## config.mk

```make
export PLATFORM = sky130hd
export DESIGN_NAME = mul_wb_arbiter_flat
export DESIGN_NICKNAME = d
export VERILOG_FILES = /design/src/rtl/mul_wb_arbiter_pkg.sv /design/src/rtl/mul_wb_arbiter_if.sv /design/src/rtl/mul_wb_arbiter_wb_fifo.sv /design/src/rtl/mul_wb_arbiter.sv /design/src/flat_wrapper.sv
export SDC_FILE = /design/constraint.sdc
export NUM_CORES = 1
export LEC_CHECK = 0
export ABC_AREA = 1
export CAP_MARGIN = 10
export CORE_UTILIZATION = 56
export CTS_CLUSTER_SIZE = 40
export DETAILED_ROUTE_END_ITERATION = 6
export PLACE_DENSITY = 0.8
export RECOVER_POWER = 25
export REMOVE_ABC_BUFFERS = 1
export SLEW_MARGIN = 15
export SYNTH_ARGS = -nofsm -noshare
export SYNTH_HDL_FRONTEND = slang
export SYNTH_SLANG_ARGS = --single-unit
```

## constraint.sdc

```tcl
create_clock -name clk -period 2.6 [get_ports clk]
set_input_delay 0.52 -clock clk [delete_from_list [all_inputs] [get_ports clk]]
set_output_delay 0.52 -clock clk [all_outputs]
set_load 0.01 [all_outputs]
```

## src/rtl/mul_wb_arbiter_pkg.sv

```systemverilog
// Shared definitions for the multiply writeback arbiter: datapath widths,
// the FIFO entry layout, the write-port source select and a small dst helper.
package mul_wb_arbiter_pkg;

    localparam int REG_SIZE   = 32;
    localparam int REG_ADDR_W = 5;
    localparam int DEPTH      = 4;

    localparam logic [REG_ADDR_W-1:0] R0 = 5'd0;

    // One queued mul result; valid=0 marks an entry killed by a younger ALU write.
    typedef struct packed {
        logic                  valid;
        logic [REG_ADDR_W-1:0] dst;
        logic [REG_SIZE-1:0]   data;
    } wb_entry_t;

    localparam wb_entry_t ENTRY_RESET = '{valid: 1'b0, dst: 5'd0, data: {REG_SIZE{1'b0}}};

    // Which producer owns the register-file write port this cycle.
    typedef enum logic [1:0] {
        WB_SRC_NONE   = 2'd0,
        WB_SRC_ALU    = 2'd1,
        WB_SRC_HEAD   = 2'd2,
        WB_SRC_BYPASS = 2'd3
    } wb_src_e;

    // Writes to r0 are architecturally discarded.
    function automatic logic dst_live(input logic [REG_ADDR_W-1:0] dst);
        return (dst != R0);
    endfunction

endpackage

```

## src/rtl/mul_wb_arbiter_if.sv

```systemverilog
// Bus bundle between the M5 stage / EX-MEM path and the writeback arbiter.
// master = producer side (mul pipe + ALU), slave = the arbiter.
interface mul_wb_arbiter_if;
    import mul_wb_arbiter_pkg::*;

    logic                  mul_valid;
    logic [REG_SIZE-1:0]   mul_result;
    logic                  mul_overflow;
    logic [REG_ADDR_W-1:0] mul_dst;
    logic                  mul_stall;
    logic                  alu_wen;
    logic [REG_SIZE-1:0]   alu_result;
    logic [REG_ADDR_W-1:0] alu_dst;
    logic                  rf_wen;
    logic [REG_ADDR_W-1:0] rf_waddr;
    logic [REG_SIZE-1:0]   rf_wdata;
    logic                  mul_exc;
    logic [REG_ADDR_W-1:0] mul_exc_dst;
    logic                  pending;

    modport master (
        output mul_valid, mul_result, mul_overflow, mul_dst,
        output alu_wen, alu_result, alu_dst,
        input  mul_stall, rf_wen, rf_waddr, rf_wdata, mul_exc, mul_exc_dst, pending
    );

    modport slave (
        input  mul_valid, mul_result, mul_overflow, mul_dst,
        input  alu_wen, alu_result, alu_dst,
        output mul_stall, rf_wen, rf_waddr, rf_wdata, mul_exc, mul_exc_dst, pending
    );

endinterface

```

## src/rtl/mul_wb_arbiter_wb_fifo.sv

```systemverilog
// In-order queue of mul results waiting for the register-file port.
// Entries carry a valid bit that a younger ALU write to the same dst clears;
// killed entries keep their slot and are retired by a normal pop.
module wb_fifo
    import mul_wb_arbiter_pkg::*;
#(
    parameter int DEPTH = 4
) (
    input  logic                     clk,
    input  logic                     reset,
    input  logic                     push_i,
    input  wb_entry_t                push_entry_i,
    input  logic                     pop_i,
    input  logic                     kill_i,
    input  logic [REG_ADDR_W-1:0]    kill_dst_i,
    output wb_entry_t                head_o,
    output logic [$clog2(DEPTH):0]   count_o
);

    localparam int PTR_W = $clog2(DEPTH);
    localparam int CNT_W = PTR_W + 1;

    wb_entry_t            mem_q [DEPTH];
    logic [PTR_W-1:0]     rd_ptr_q;
    logic [PTR_W-1:0]     rd_ptr_d;
    logic [PTR_W-1:0]     wr_ptr_q;
    logic [PTR_W-1:0]     wr_ptr_d;
    logic [CNT_W-1:0]     count_q;
    logic [CNT_W-1:0]     count_d;
    logic [DEPTH-1:0]     kill_vec_s;

    // Per-entry dst compare against the ALU writeback destination.
    always_comb begin
        kill_vec_s = {DEPTH{1'b0}};
        for (int i = 0; i < DEPTH; i++) begin
            if (kill_i && (mem_q[i].dst == kill_dst_i)) begin
                kill_vec_s[i] = 1'b1;
            end else begin
                kill_vec_s[i] = 1'b0;
            end
        end
    end

    // Pointer and occupancy next-state; push and pop in one cycle leave count unchanged.
    always_comb begin
        rd_ptr_d = rd_ptr_q;
        wr_ptr_d = wr_ptr_q;
        count_d  = count_q;
        if (pop_i) begin
            rd_ptr_d = rd_ptr_q + PTR_W'(1);
        end else begin
            rd_ptr_d = rd_ptr_q;
        end
        if (push_i) begin
            wr_ptr_d = wr_ptr_q + PTR_W'(1);
        end else begin
            wr_ptr_d = wr_ptr_q;
        end
        case ({push_i, pop_i})
            2'b10:   count_d = count_q + CNT_W'(1);
            2'b01:   count_d = count_q - CNT_W'(1);
            default: count_d = count_q;
        endcase
    end

    // Pointer and occupancy registers.
    always_ff @(posedge clk or negedge reset) begin
        if (!reset) begin
            rd_ptr_q <= {PTR_W{1'b0}};
            wr_ptr_q <= {PTR_W{1'b0}};
            count_q  <= {CNT_W{1'b0}};
        end else begin
            rd_ptr_q <= rd_ptr_d;
            wr_ptr_q <= wr_ptr_d;
            count_q  <= count_d;
        end
    end

    // Entry storage: kills first, then pop clears the head, then the push lands.
    always_ff @(posedge clk or negedge reset) begin
        if (!reset) begin
            for (int i = 0; i < DEPTH; i++) begin
                mem_q[i] <= ENTRY_RESET;
            end
        end else begin
            for (int i = 0; i < DEPTH; i++) begin
                if (kill_vec_s[i]) begin
                    mem_q[i].valid <= 1'b0;
                end
            end
            if (pop_i) begin
                mem_q[rd_ptr_q].valid <= 1'b0;
            end
            if (push_i) begin
                mem_q[wr_ptr_q] <= push_entry_i;
            end
        end
    end

    assign head_o  = mem_q[rd_ptr_q];
    assign count_o = count_q;

endmodule

```

## src/rtl/mul_wb_arbiter.sv

```systemverilog
// Writeback arbiter: merges M5 multiply results with ALU writebacks onto the
// single register-file write port. ALU wins; mul results wait in wb_fifo and
// retire in arrival order. Overflowing muls raise mul_exc instead of writing.
module mul_wb_arbiter
    import mul_wb_arbiter_pkg::*;
#(
    parameter int DEPTH = mul_wb_arbiter_pkg::DEPTH
) (
    input  logic            clk,
    input  logic            reset,
    mul_wb_arbiter_if.slave bus
);

    localparam int CNT_W = $clog2(DEPTH) + 1;

    wb_entry_t             head_s;
    wb_entry_t             push_entry_s;
    logic [CNT_W-1:0]      count_s;
    logic                  full_s;
    logic                  empty_s;
    logic                  accept_s;
    logic                  mul_ok_s;
    logic                  alu_kill_s;
    logic                  push_s;
    logic                  pop_s;
    wb_src_e               src_s;

    logic                  rf_wen_q;
    logic                  rf_wen_d;
    logic [REG_ADDR_W-1:0] rf_waddr_q;
    logic [REG_ADDR_W-1:0] rf_waddr_d;
    logic [REG_SIZE-1:0]   rf_wdata_q;
    logic [REG_SIZE-1:0]   rf_wdata_d;
    logic                  mul_exc_q;
    logic                  mul_exc_d;
    logic [REG_ADDR_W-1:0] mul_exc_dst_q;
    logic [REG_ADDR_W-1:0] mul_exc_dst_d;

    // Stall comes from the registered count so the mul pipe sees no comb loop.
    assign full_s     = (count_s == CNT_W'(DEPTH));
    assign empty_s    = (count_s == {CNT_W{1'b0}});
    assign accept_s   = bus.mul_valid & ~full_s;
    assign mul_ok_s   = accept_s & ~bus.mul_overflow & dst_live(bus.mul_dst);
    assign alu_kill_s = bus.alu_wen & dst_live(bus.alu_dst);

    // A same-cycle ALU write to the mul's dst is younger, so the mul enters killed.
    assign push_entry_s = '{valid: ~(alu_kill_s & (bus.alu_dst == bus.mul_dst)),
                            dst:   bus.mul_dst,
                            data:  bus.mul_result};

    // Port owner: ALU, else queue head (killed heads pop silently), else bypass.
    always_comb begin
        src_s = WB_SRC_NONE;
        pop_s = 1'b0;
        if (bus.alu_wen) begin
            src_s = WB_SRC_ALU;
        end else if (!empty_s) begin
            pop_s = 1'b1;
            if (head_s.valid) begin
                src_s = WB_SRC_HEAD;
            end else begin
                src_s = WB_SRC_NONE;
            end
        end else if (mul_ok_s) begin
            src_s = WB_SRC_BYPASS;
        end else begin
            src_s = WB_SRC_NONE;
        end
    end

    // Any live mul that did not take the port directly joins the queue tail.
    assign push_s = mul_ok_s & (src_s != WB_SRC_BYPASS);

    wb_fifo #(
        .DEPTH (DEPTH)
    ) u_wb_fifo (
        .clk          (clk),
        .reset        (reset),
        .push_i       (push_s),
        .push_entry_i (push_entry_s),
        .pop_i        (pop_s),
        .kill_i       (alu_kill_s),
        .kill_dst_i   (bus.alu_dst),
        .head_o       (head_s),
        .count_o      (count_s)
    );

    // Next values of the write port and the overflow exception pulse.
    always_comb begin
        rf_wen_d   = 1'b0;
        rf_waddr_d = R0;
        rf_wdata_d = {REG_SIZE{1'b0}};
        case (src_s)
            WB_SRC_ALU: begin
                if (dst_live(bus.alu_dst)) begin
                    rf_wen_d   = 1'b1;
                    rf_waddr_d = bus.alu_dst;
                    rf_wdata_d = bus.alu_result;
                end else begin
                    rf_wen_d   = 1'b0;
                end
            end
            WB_SRC_HEAD: begin
                rf_wen_d   = 1'b1;
                rf_waddr_d = head_s.dst;
                rf_wdata_d = head_s.data;
            end
            WB_SRC_BYPASS: begin
                rf_wen_d   = 1'b1;
                rf_waddr_d = bus.mul_dst;
                rf_wdata_d = bus.mul_result;
            end
            default: begin
                rf_wen_d   = 1'b0;
            end
        endcase
        mul_exc_d = accept_s & bus.mul_overflow;
        if (mul_exc_d) begin
            mul_exc_dst_d = bus.mul_dst;
        end else begin
            mul_exc_dst_d = R0;
        end
    end

    // Registered write port and exception outputs.
    always_ff @(posedge clk or negedge reset) begin
        if (!reset) begin
            rf_wen_q      <= 1'b0;
            rf_waddr_q    <= R0;
            rf_wdata_q    <= {REG_SIZE{1'b0}};
            mul_exc_q     <= 1'b0;
            mul_exc_dst_q <= R0;
        end else begin
            rf_wen_q      <= rf_wen_d;
            rf_waddr_q    <= rf_waddr_d;
            rf_wdata_q    <= rf_wdata_d;
            mul_exc_q     <= mul_exc_d;
            mul_exc_dst_q <= mul_exc_dst_d;
        end
    end

    assign bus.rf_wen      = rf_wen_q;
    assign bus.rf_waddr    = rf_waddr_q;
    assign bus.rf_wdata    = rf_wdata_q;
    assign bus.mul_exc     = mul_exc_q;
    assign bus.mul_exc_dst = mul_exc_dst_q;
    assign bus.mul_stall   = full_s;
    assign bus.pending     = ~empty_s;

endmodule

```

## src/flat_wrapper.sv

```systemverilog
// flat-port wrapper written by rule: the top's interface ports become plain ports
module mul_wb_arbiter_flat import mul_wb_arbiter_pkg::*;
#(
    parameter int DEPTH = mul_wb_arbiter_pkg::DEPTH
)
  (clk, reset, bus_mul_valid, bus_mul_result, bus_mul_overflow, bus_mul_dst, bus_alu_wen, bus_alu_result, bus_alu_dst, bus_mul_stall, bus_rf_wen, bus_rf_waddr, bus_rf_wdata, bus_mul_exc, bus_mul_exc_dst, bus_pending);
  mul_wb_arbiter_if bus_i ();
  input  logic clk;
  input  logic reset;
  input wire logic [$bits(bus_i.mul_valid)-1:0] bus_mul_valid;
  input wire logic [$bits(bus_i.mul_result)-1:0] bus_mul_result;
  input wire logic [$bits(bus_i.mul_overflow)-1:0] bus_mul_overflow;
  input wire logic [$bits(bus_i.mul_dst)-1:0] bus_mul_dst;
  input wire logic [$bits(bus_i.alu_wen)-1:0] bus_alu_wen;
  input wire logic [$bits(bus_i.alu_result)-1:0] bus_alu_result;
  input wire logic [$bits(bus_i.alu_dst)-1:0] bus_alu_dst;
  output wire logic [$bits(bus_i.mul_stall)-1:0] bus_mul_stall;
  output wire logic [$bits(bus_i.rf_wen)-1:0] bus_rf_wen;
  output wire logic [$bits(bus_i.rf_waddr)-1:0] bus_rf_waddr;
  output wire logic [$bits(bus_i.rf_wdata)-1:0] bus_rf_wdata;
  output wire logic [$bits(bus_i.mul_exc)-1:0] bus_mul_exc;
  output wire logic [$bits(bus_i.mul_exc_dst)-1:0] bus_mul_exc_dst;
  output wire logic [$bits(bus_i.pending)-1:0] bus_pending;
  assign bus_i.mul_valid = bus_mul_valid;
  assign bus_i.mul_result = bus_mul_result;
  assign bus_i.mul_overflow = bus_mul_overflow;
  assign bus_i.mul_dst = bus_mul_dst;
  assign bus_i.alu_wen = bus_alu_wen;
  assign bus_i.alu_result = bus_alu_result;
  assign bus_i.alu_dst = bus_alu_dst;
  assign bus_mul_stall = bus_i.mul_stall;
  assign bus_rf_wen = bus_i.rf_wen;
  assign bus_rf_waddr = bus_i.rf_waddr;
  assign bus_rf_wdata = bus_i.rf_wdata;
  assign bus_mul_exc = bus_i.mul_exc;
  assign bus_mul_exc_dst = bus_i.mul_exc_dst;
  assign bus_pending = bus_i.pending;
  mul_wb_arbiter #(.DEPTH(DEPTH)) u_core (.clk(clk), .reset(reset), .bus(bus_i));
endmodule
```

==> qor.txt <==
Crit start category: flop
Cell type group with the largest total delay on the critical path: buffers and inverters
Launching instance or port of the critical path: u_core.u_wb_fifo.count_o[1]$_DFFE_PN0P_
Number of nets still failing antenna checks after routing: 0
Status: completed
# diodes: 0
Worst-case setup slack after placement: -0.0999 ns
Main flop type after synthesis: sky130_fd_sc_hd__dfrtp_1
Average instance area after synthesis: 8.06 um2
Wire length of the first global-routing pass: 42.4 mm
Setup slack of the critical path after layout: 0.265 ns
Proportion of synthesized chip area in sequential cells: 0.524
Endpoint of the most critical register-to-register path: u_core.u_wb_fifo.count_o[2]$_DFFE_PN0P_
DR DRC count: 0
Tcrit/Tclk final: 0.898
Clock tree sinks: 203
Largest net degree at the start of global routing: 66
Final worst path period need: 2.34 ns
Crit end category: primary output
Pins over their slew limit: 0
Overall routing resource usage: 0.297
Clk Tree Root Cell: sky130_fd_sc_hd__clkbuf_16
Post-synthesis mux area share: 0
Area of the core: 16800 um2
Data required time of the worst path: 2.08 ns
Highest routed layer: met4
Worst path arrival time: 1.82 ns
Post-synthesis to final-layout area growth: 24.9%
Number of iterations in the first detailed-routing pass: 5
Clock latency of the later-clocked register in the worst-skew pair: 0.50 ns
Share of the synthesized area in the top cell type: 0.524
Cell chain of the critical path: nor2_4 > nand2_1 > inv_1 > clkdlybuf4s50_1
Starting density of the core: 0.579
Cell with the biggest individual delay on the critical path: sky130_fd_sc_hd__clkdlybuf4s50_1
Count of different cell masters after synthesis: 32
Height of the die: 134 um
Total CTS buffers: 22
Final wirelength: 25.5 mm
Share of the synthesized netlist area taken by xor and xnor gates: 0.0181
Instance count of the mapped netlist: 1204
Reg-to-reg setup timing slack: 0.48 ns
Number of port buffers: 124
Cell area power density: 1110 nW/um2
Post-synthesis compound-gate area fraction: 0.0994
Area contributors post-synth: sky130_fd_sc_hd__dfrtp_1 (52%), sky130_fd_sc_hd__nand2_1 (20%), sky130_fd_sc_hd__o21ai_0 (5.1%)
Clock Tree Buf Depth: 3
Termination of the worst setup path: bus_mul_stall
Fin nets: 1426
Crit Path Max Fanout: 3
Number of synthesized flops with an enable pin: 0
Via count of the first global-routing pass: 8582
Startpoint of the lowest-slack hold path: u_core.u_wb_fifo.mem_q[88]$_DFFE_PN0P_
Met3 routed WL: 1.60 mm
Count of yosys warnings during synthesis: 0
Most area-hungry cell type in the Yosys netlist: sky130_fd_sc_hd__dfrtp_1
Clock skew after layout: 0.0133 ns
Critical Path Stages: 4
Fmax: 428 MHz
Worst-case headroom to the max-slew limit: 0.180
Startpoint of the lowest-slack register-to-register path: u_core.u_wb_fifo.count_o[1]$_DFFE_PN0P_
Total via count in the routed design: 8626
Routability cong.: 0.843
Syn Std Cell Area: 9700 um2
Largest family of logic cells by synthesized area: simple AND/OR/NAND/NOR gates
Clk slew on worst S/H paths: 0.06 ns
Crit Path Category: reg -> out
Smallest hold slack: 0.474 ns
Final number of setup-violating endpoints: 0
Remaining global-route overflow: 0
Number of gates resized after cts: 0
Amount of wire on met2 after detailed routing: 12.7 mm
Async set-reset flop share out of synthesis: 1.00
CTS H-tree lvls: 1
Cell Count, Final, Fillers Out: 1573
Post-CTS setup repair buffer count: 0
Most common library cells after synthesis: sky130_fd_sc_hd__nand2_1 (528), sky130_fd_sc_hd__dfrtp_1 (203), sky130_fd_sc_hd__o21ai_0 (99)
Slew of the pin with the lowest slew margin: 1.23 ns
Most common cell in the synthesized netlist: sky130_fd_sc_hd__nand2_1
R2r worst-path depth: 11
Biggest cell delay along the critical path: 0.53 ns
Ratio of cells with drive above 1 in the final layout: 0.0894
Final hold violations: 0
Area share of and/or/nand/nor cells after synthesis: 0.278
Number of synthesized register bits: 203
Worst min-delay path class: reg -> reg
Setup repair after global routing missed its margin: no
Initial antenna violation count: 0
Via-to-Cell Ratio: 5.48
Average routed wire per standard cell: 16.2 um
Overall die area: 17900 um2
Count of buffering cells on the critical path with inverters included: 2
Total instance count after detailed placement: 1532
Met1 Wirelength: 10.6 mm
Adder-cell area share of the yosys netlist: 0.0137
FP Rows: 47
Number of max-capacitance violations reported: 0
Top-Level Pins: 125
DRC marker count from the first detailed-route iteration: 812
Reported leakage power: 6.04 nW
Placed wire-length estimate after detailed placement: 16.5 mm
Fraction of the core area covered by cells at the end of the flow: 0.723
Die outline width: 134 um
Worst IR drop on VDD: 0.623 mV
TritonCTS clock tree: done
[cell usage in the layout (no fill, tap or decap), types with 2 or more instances in the layout]
| cell | n |
|---|---|
| sky130_fd_sc_hd__nand3_1 | 58 |
| sky130_fd_sc_hd__o21ai_0 | 99 |
| sky130_fd_sc_hd__xor2_1 | 15 |
| sky130_fd_sc_hd__xnor2_1 | 5 |
| sky130_fd_sc_hd__nor2_1 | 69 |
| sky130_fd_sc_hd__o21ai_2 | 8 |
| sky130_fd_sc_hd__o22ai_1 | 24 |
| sky130_fd_sc_hd__clkdlybuf4s50_1 | 123 |
| sky130_fd_sc_hd__clkbuf_16 | 23 |
| sky130_fd_sc_hd__ha_1 | 9 |
| sky130_fd_sc_hd__nand2_1 | 529 |
| sky130_fd_sc_hd__clkinvlp_4 | 2 |
| sky130_fd_sc_hd__inv_2 | 5 |
| sky130_fd_sc_hd__a21oi_1 | 17 |
| sky130_fd_sc_hd__o211ai_4 | 2 |
| sky130_fd_sc_hd__clkbuf_8 | 3 |
| sky130_fd_sc_hd__clkbuf_1 | 2 |
| sky130_fd_sc_hd__clkinv_2 | 8 |
| sky130_fd_sc_hd__dfrtp_1 | 202 |
| sky130_fd_sc_hd__buf_12 | 13 |
| sky130_fd_sc_hd__o211ai_1 | 13 |
| sky130_fd_sc_hd__inv_1 | 59 |
| sky130_fd_sc_hd__nor2_8 | 3 |
| sky130_fd_sc_hd__buf_4 | 40 |
| sky130_fd_sc_hd__o21ai_1 | 4 |
| sky130_fd_sc_hd__nor2_4 | 4 |
[per-stage QoR]
step	instance area, um2	power, mW	setup TNS, ns
2_1_floorplan	9290	8.25	-42.51
3_3_place_gp	11400	10.1	0
3_5_place_dp	11400	10.3	-0.0999
4_1_cts	12100	13.4	0
5_1_grt	12100	14.4	0
6_report	12100	13.4	0
[flip-flops by register name (all words and copies together), names as in the netlist]
register	count
u_core.u_wb_fifo.rd_ptr_q	2
u_core.u_wb_fifo.mem_q	152
u_core.u_wb_fifo.wr_ptr_q	2
u_core.u_wb_fifo.count_o	3
u_core.bus.rf_wdata	32
u_core.bus.mul_exc	1
u_core.bus.rf_wen	1
u_core.bus.mul_exc_dst	5
u_core.bus.rf_waddr	5
[kinds of logic (layout without fill, tap and decap cells)]
family,Yosys count,in the layout
XOR/XNOR,20,20
AO/OA/AOI/OAI,169,169
AND/OR/NAND/NOR,669,669
buffers and inverters,133,282
flip-flops,203,203
adder cells (fa/ha/maj),10,10
[worst min-delay path by stage]
stage / cells past startpoint / slack [ns] / to
final: 2 / 0.47 / u_core.u_wb_fifo.mem_q[88]$_DFFE_PN0P_
after global routing: 2 / 0.49 / u_core.u_wb_fifo.mem_q[66]$_DFFE_PN0P_
after CTS: 2 / 0.48 / u_core.u_wb_fifo.mem_q[69]$_DFFE_PN0P_
after detailed placement: 2 / 0.46 / u_core.u_wb_fifo.mem_q[69]$_DFFE_PN0P_
after global placement: 2 / 0.46 / u_core.u_wb_fifo.mem_q[93]$_DFFE_PN0P_
after floorplan: 0 / 0.22 / u_core.bus.mul_exc$_DFF_PN0_
[final cells by class]
cell class	instances	area, um2
repair buffers	178	1810
clock buffers	28	624
inverters	64	240
multi-input cells	868	4000
fillers	1282	4640
well taps	220	275
clock inverters	12	93.8
flip-flops and latches	203	5080
[report_power, final]
part	leakage (nW)	switching (mW)	internal, mW	total [mW]
Combinational	3.13	3.00	2.10	5.10
Sequential	2.55	0.769	4.51	5.28
Clock	0.358	1.25	1.80	3.06
[worst reg2reg max path: stages, from the launching register on]
cell	delay, ns
sky130_fd_sc_hd__dfrtp_1	0.42
sky130_fd_sc_hd__nor2_4	0.15
sky130_fd_sc_hd__nand2_1	0.14
sky130_fd_sc_hd__nand3_4	0.11
sky130_fd_sc_hd__nor2_8	0.04
sky130_fd_sc_hd__o21ai_4	0.06
sky130_fd_sc_hd__ha_1	0.16
sky130_fd_sc_hd__inv_1	0.07
sky130_fd_sc_hd__fa_1	0.38
sky130_fd_sc_hd__a21oi_1	0.16
sky130_fd_sc_hd__o21ai_0	0.14
sky130_fd_sc_hd__xor2_1	0.17
[repair_timing]
action                                 in CTS  in global routing
setup endpoints to repair                   0                  0
endpoints found under the hold margin      45                  0
hold buffers                                1                  0
[routing by layer]
metal | up-vias | global-route usage
li1 | 4068 | -
met1 | 4145 | 0.395
met2 | 344 | 0.506
met3 | 69 | 0.0400
met4 | 0 | 0.0953
met5 | - | 0
Power figures use the tool's default switching activity.
==> patch 1: new RTL, same settings <==
Reset style: synchronous (`reset`), changed in 3 clocked blocks.
--- a/src/rtl/mul_wb_arbiter_wb_fifo.sv
+++ b/src/rtl/mul_wb_arbiter_wb_fifo.sv
@@ -64,7 +64,7 @@
     end
 
     // Pointer and occupancy registers.
-    always_ff @(posedge clk or negedge reset) begin
+    always_ff @(posedge clk) begin
         if (!reset) begin
             rd_ptr_q <= {PTR_W{1'b0}};
             wr_ptr_q <= {PTR_W{1'b0}};
@@ -77,7 +77,7 @@
     end
 
     // Entry storage: kills first, then pop clears the head, then the push lands.
-    always_ff @(posedge clk or negedge reset) begin
+    always_ff @(posedge clk) begin
         if (!reset) begin
             for (int i = 0; i < DEPTH; i++) begin
                 mem_q[i] <= ENTRY_RESET;
--- a/src/rtl/mul_wb_arbiter.sv
+++ b/src/rtl/mul_wb_arbiter.sv
@@ -123,7 +123,7 @@
     end
 
     // Registered write port and exception outputs.
-    always_ff @(posedge clk or negedge reset) begin
+    always_ff @(posedge clk) begin
         if (!reset) begin
             rf_wen_q      <= 1'b0;
             rf_waddr_q    <= R0;
Behaviour: differs if reset is asserted again (counterexample within 4 cycles, from zero or initial values and one cycle with reset low); with reset held inactive, the same outputs for 4 cycles.
==> patch 1 against the unedited design <==
Clock skew decreased by 0.0021 ns; sequential share of layout area rose by 2.4 points; total power down 23%; setup slack got worse by 0.043 ns; core utilization is 1.8 points lower; synthesized cell count is 5.7% higher; synthesized area is 6.4% higher; cell area increased by 4.9%; sequential cell count increased by 2; wire length grew 4.3%; critical endpoint is now u_core.u_wb_fifo.mem_q[2][17]$_SDFFCE_PN0P_; largest cell class unchanged.
==> patch 1: results (changes against the unedited design) <==
DR iter-0 viols - 670 (-17%)
First-pass GRT wire length - 41800 µm (-1.4%)
Critical path endpoint - u_core.u_wb_fifo.mem_q[2][17]$_SDFFCE_PN0P_
Number of synthesized flops with an enable pin - 152 (+152)
Worst R2R End - u_core.u_wb_fifo.mem_q[0][37]$_SDFFCE_PN0P_
Worst-path fanout max - 28 (+25)
Endpoint, Worst Hold - u_core.u_wb_fifo.count_o[2]$_SDFFE_PN0P_
Post-synthesis instance total - 1273 (+5.7%)
HPWL Detailed - 16700 µm (+1.2%)
Outcome - finished clean
Crit Path Class - input port to register
Post-synth top cells - 279 x nand2_1, 220 x inv_1, 171 x nor2_1
Fillcell total - 1344 (+4.8%)
Detailed Route WL - 26600 µm (+4.3%)
Largest net degree at the start of global routing - 47 (-29%)
DR vias - 8891 (+3.1%)
Seq/Total Area, Yosys - 54.5% (+2.1 points)
Via-to-Cell Ratio - 5.42 (-1.1%)
Adder-Cell Fraction of Synth Area - 1.28% (-0.082 points)
Crit path max-delay cell type - clkbuf_2
Worst hold path startpoint - u_core.u_wb_fifo.count_o[2]$_SDFFE_PN0P_
Placed cell area - 12000 µm² (+5.2%)
Crit-path max cell delay - 0.57 ns (+0.04 ns)
Psw - 3650 µW (-27%)
Worst Clk Skew - 0.0112 ns (-0.00210 ns)
Total CTS buffers - 23 (+4.5%)
Fraction of layout cells with a size suffix above 1 - 8.37% (-0.57 points)
Total GRT Usage - 28.8% (-0.94 points)
Comb. pwr - 3250 µW (-36%)
Area contributors post-synth - edfxtp_1 44%, dfxtp_1 10%, nand2_1 10%, inv_1 8.0%, nand3_1 7.7%
Ys flop type - edfxtp_1
Worst Tran Pin Value - 1.14 ns (-0.0935 ns)
Fin nets - 1482 (+3.9%)
Vias in the first global route - 8461 (-1.4%)
Reg2reg start - u_core.u_wb_fifo.count_o[1]$_SDFFE_PN0P_
[patch 1: metal layers]
layer	track usage, %	vias up	share of wire [%]
li1	-	4234	-
met1	37.2	4152	39
met2	48.7	445	49
met3	4.82	60	9.3
met4	10.3	0	3.3
met5	0	-	0
[patch 1: worst reg2reg max path: cells and delay by family, from the launching register on]
family	cells	cell delay, ns
and+or+nand+nor	5	0.77
buffers and inverters	2	0.97
DFF	1	0.35
[patch 1: cells by family (layout without fill, tap and decap cells)]
logic type                 count (synthesis)  after routing
and+or+nand+nor                          655            655
buffers and inverters                    329            466
DFF                                      205            205
AOI/OAI and AO/OA                         60             60
xor gates and xnor gates                  14             14
adders and majority gates                 10             10
[patch 1: area by class of cell]
cell class	count	area [µm²]	area share, %
clock buffers	32	629	4.95
clock inverters	10	97.6	0.768
inverters	249	935	7.36
multi-input cells	739	3430	27.0
flip-flops and latches	205	5630	44.3
well taps	229	287	2.26
repair buffers	175	1700	13.4
==> patch 2: new RTL, config.mk and constraints unchanged <==
Without the edit above. `DEPTH` is set to 4 in 2 places; all go to 8.
--- a/src/rtl/mul_wb_arbiter_pkg.sv
+++ b/src/rtl/mul_wb_arbiter_pkg.sv
@@ -4,7 +4,7 @@
 
     localparam int REG_SIZE   = 32;
     localparam int REG_ADDR_W = 5;
-    localparam int DEPTH      = 4;
+    localparam int DEPTH      = 8;
 
     localparam logic [REG_ADDR_W-1:0] R0 = 5'd0;
 
--- a/src/rtl/mul_wb_arbiter_wb_fifo.sv
+++ b/src/rtl/mul_wb_arbiter_wb_fifo.sv
@@ -4,7 +4,7 @@
 module wb_fifo
     import mul_wb_arbiter_pkg::*;
 #(
-    parameter int DEPTH = 4
+    parameter int DEPTH = 8
 ) (
     input  logic                     clk,
     input  logic                     reset,
Behaviour: not the same (a bounded check fails within 10 cycles, from zero or initial values and one cycle with reset low).
==> patch 2 against the unedited design <==
The flow now finishes with violations (DRC); synthesized area is 97% higher; clock power is 97% higher; setup slack worse by 0.017 ns; clock skew is 0.0016 ns higher; cell area is 86% higher; total power is 95% higher; sequential cell count is 155 higher; wire length is 130% higher; global-route usage is 4.6 points higher.
==> patch 2: results (changes against the unedited design) <==
DR vias - 18900 (+120%)
Pwr dens - 1160 nW/µm² (+4.8%)
Distinct cells, synth - 33 (+3.1%)
Largest register FFs - 304 (+100%)
Post-synthesis instance total - 2807 (+130%)
WL/cell - 17.6 µm (+8.4%)
Sequential power share - 35.5% (-3.8 points)
XOR/XNOR Fraction of Synth Area - 1.24% (-0.57 points)
Adder-Cell Fraction of Synth Area - 0.328% (-1.0 points)
M3 GR Usage - 6.55% (+2.5 points)
Outcome - finished, violations left
Psw - 11000 µW (+120%)
Fin nets - 2972 (+110%)
Compound-Gate Fraction of Synth Area - 1.47% (-8.5 points)
Area contributors post-synth - dfrtp_1 47%, nand2_1 28%, nor2_1 7.4%, nand3_1 6.1%, buf_2 2.0%
M1 GR Usage - 45.5% (+6.1 points)
Total CTS buffers - 41 (+86%)
Endpoint, Worst Hold - u_core.u_wb_fifo.mem_q[14]$_DFFE_PN0P_
Leak - 0.0118 µW (+96%)
Worst Clk Skew - 0.0149 ns (+0.00161 ns)
Total GRT Usage - 34.4% (+4.6 points)
Fraction of layout cells with a size suffix above 1 - 6.44% (-2.5 points)
Post-synth top cells - 1428 x nand2_1, 377 x nor2_1, 358 x dfrtp_1
Clk network pwr share - 23.0% (+0.3 points)
Pre-antenna DRT Iters - 7 (+2)
HPWL Detailed - 35400 µm (+110%)
Dpl cells - 3292 (+110%)
Worst-path fanout max - 5 (+2)
Violations in the final reports - DRC
GRT met2 Usage - 55.4% (+4.8 points)
Drt drc - 2 (+2)
Fin cells - 3367 (+110%)
Metal2 WL - 27400 µm (+120%)
Reg-to-reg slack, setup - 0.38 ns (-0.10 ns)
==> patch 2: cell families (layout without fill, tap and decap cells) <==
| group | count (synthesis) | after routing |
|---|---|---|
| buffers and inverters | 282 | 394 |
| AOI/OAI and AO/OA | 43 | 43 |
| DFF | 358 | 358 |
| xor gates and xnor gates | 27 | 27 |
| and+or+nand+nor | 2092 | 2092 |
| adders and majority gates | 5 | 5 |
==> patch 2: cell type report <==
cell class	count	area (µm²)	area share [%]
sequential	358	8960	39.8
multi-input combinational	2167	8930	39.7
clock inverter	16	194	0.862
clock buffer	58	1210	5.38
inverter	104	400	1.78
tap	448	561	2.49
timing repair buffer	216	2240	9.96
==> patch 2: worst min-delay path, delay by kind of cell (launching register included) <==
family,cells,cell delay (ns)
and+or+nand+nor,2,0.09
DFF,1,0.34
==> patch 2: metrics by stage <==
step	setup WS (ns)	hold WS, ns
floorplan	-3.16	0.224
global placement	-0.132	0.446
detailed placement	-0.171	0.451
CTS	0.235	0.468
global route	0.107	0.482
finish	0.248	0.466
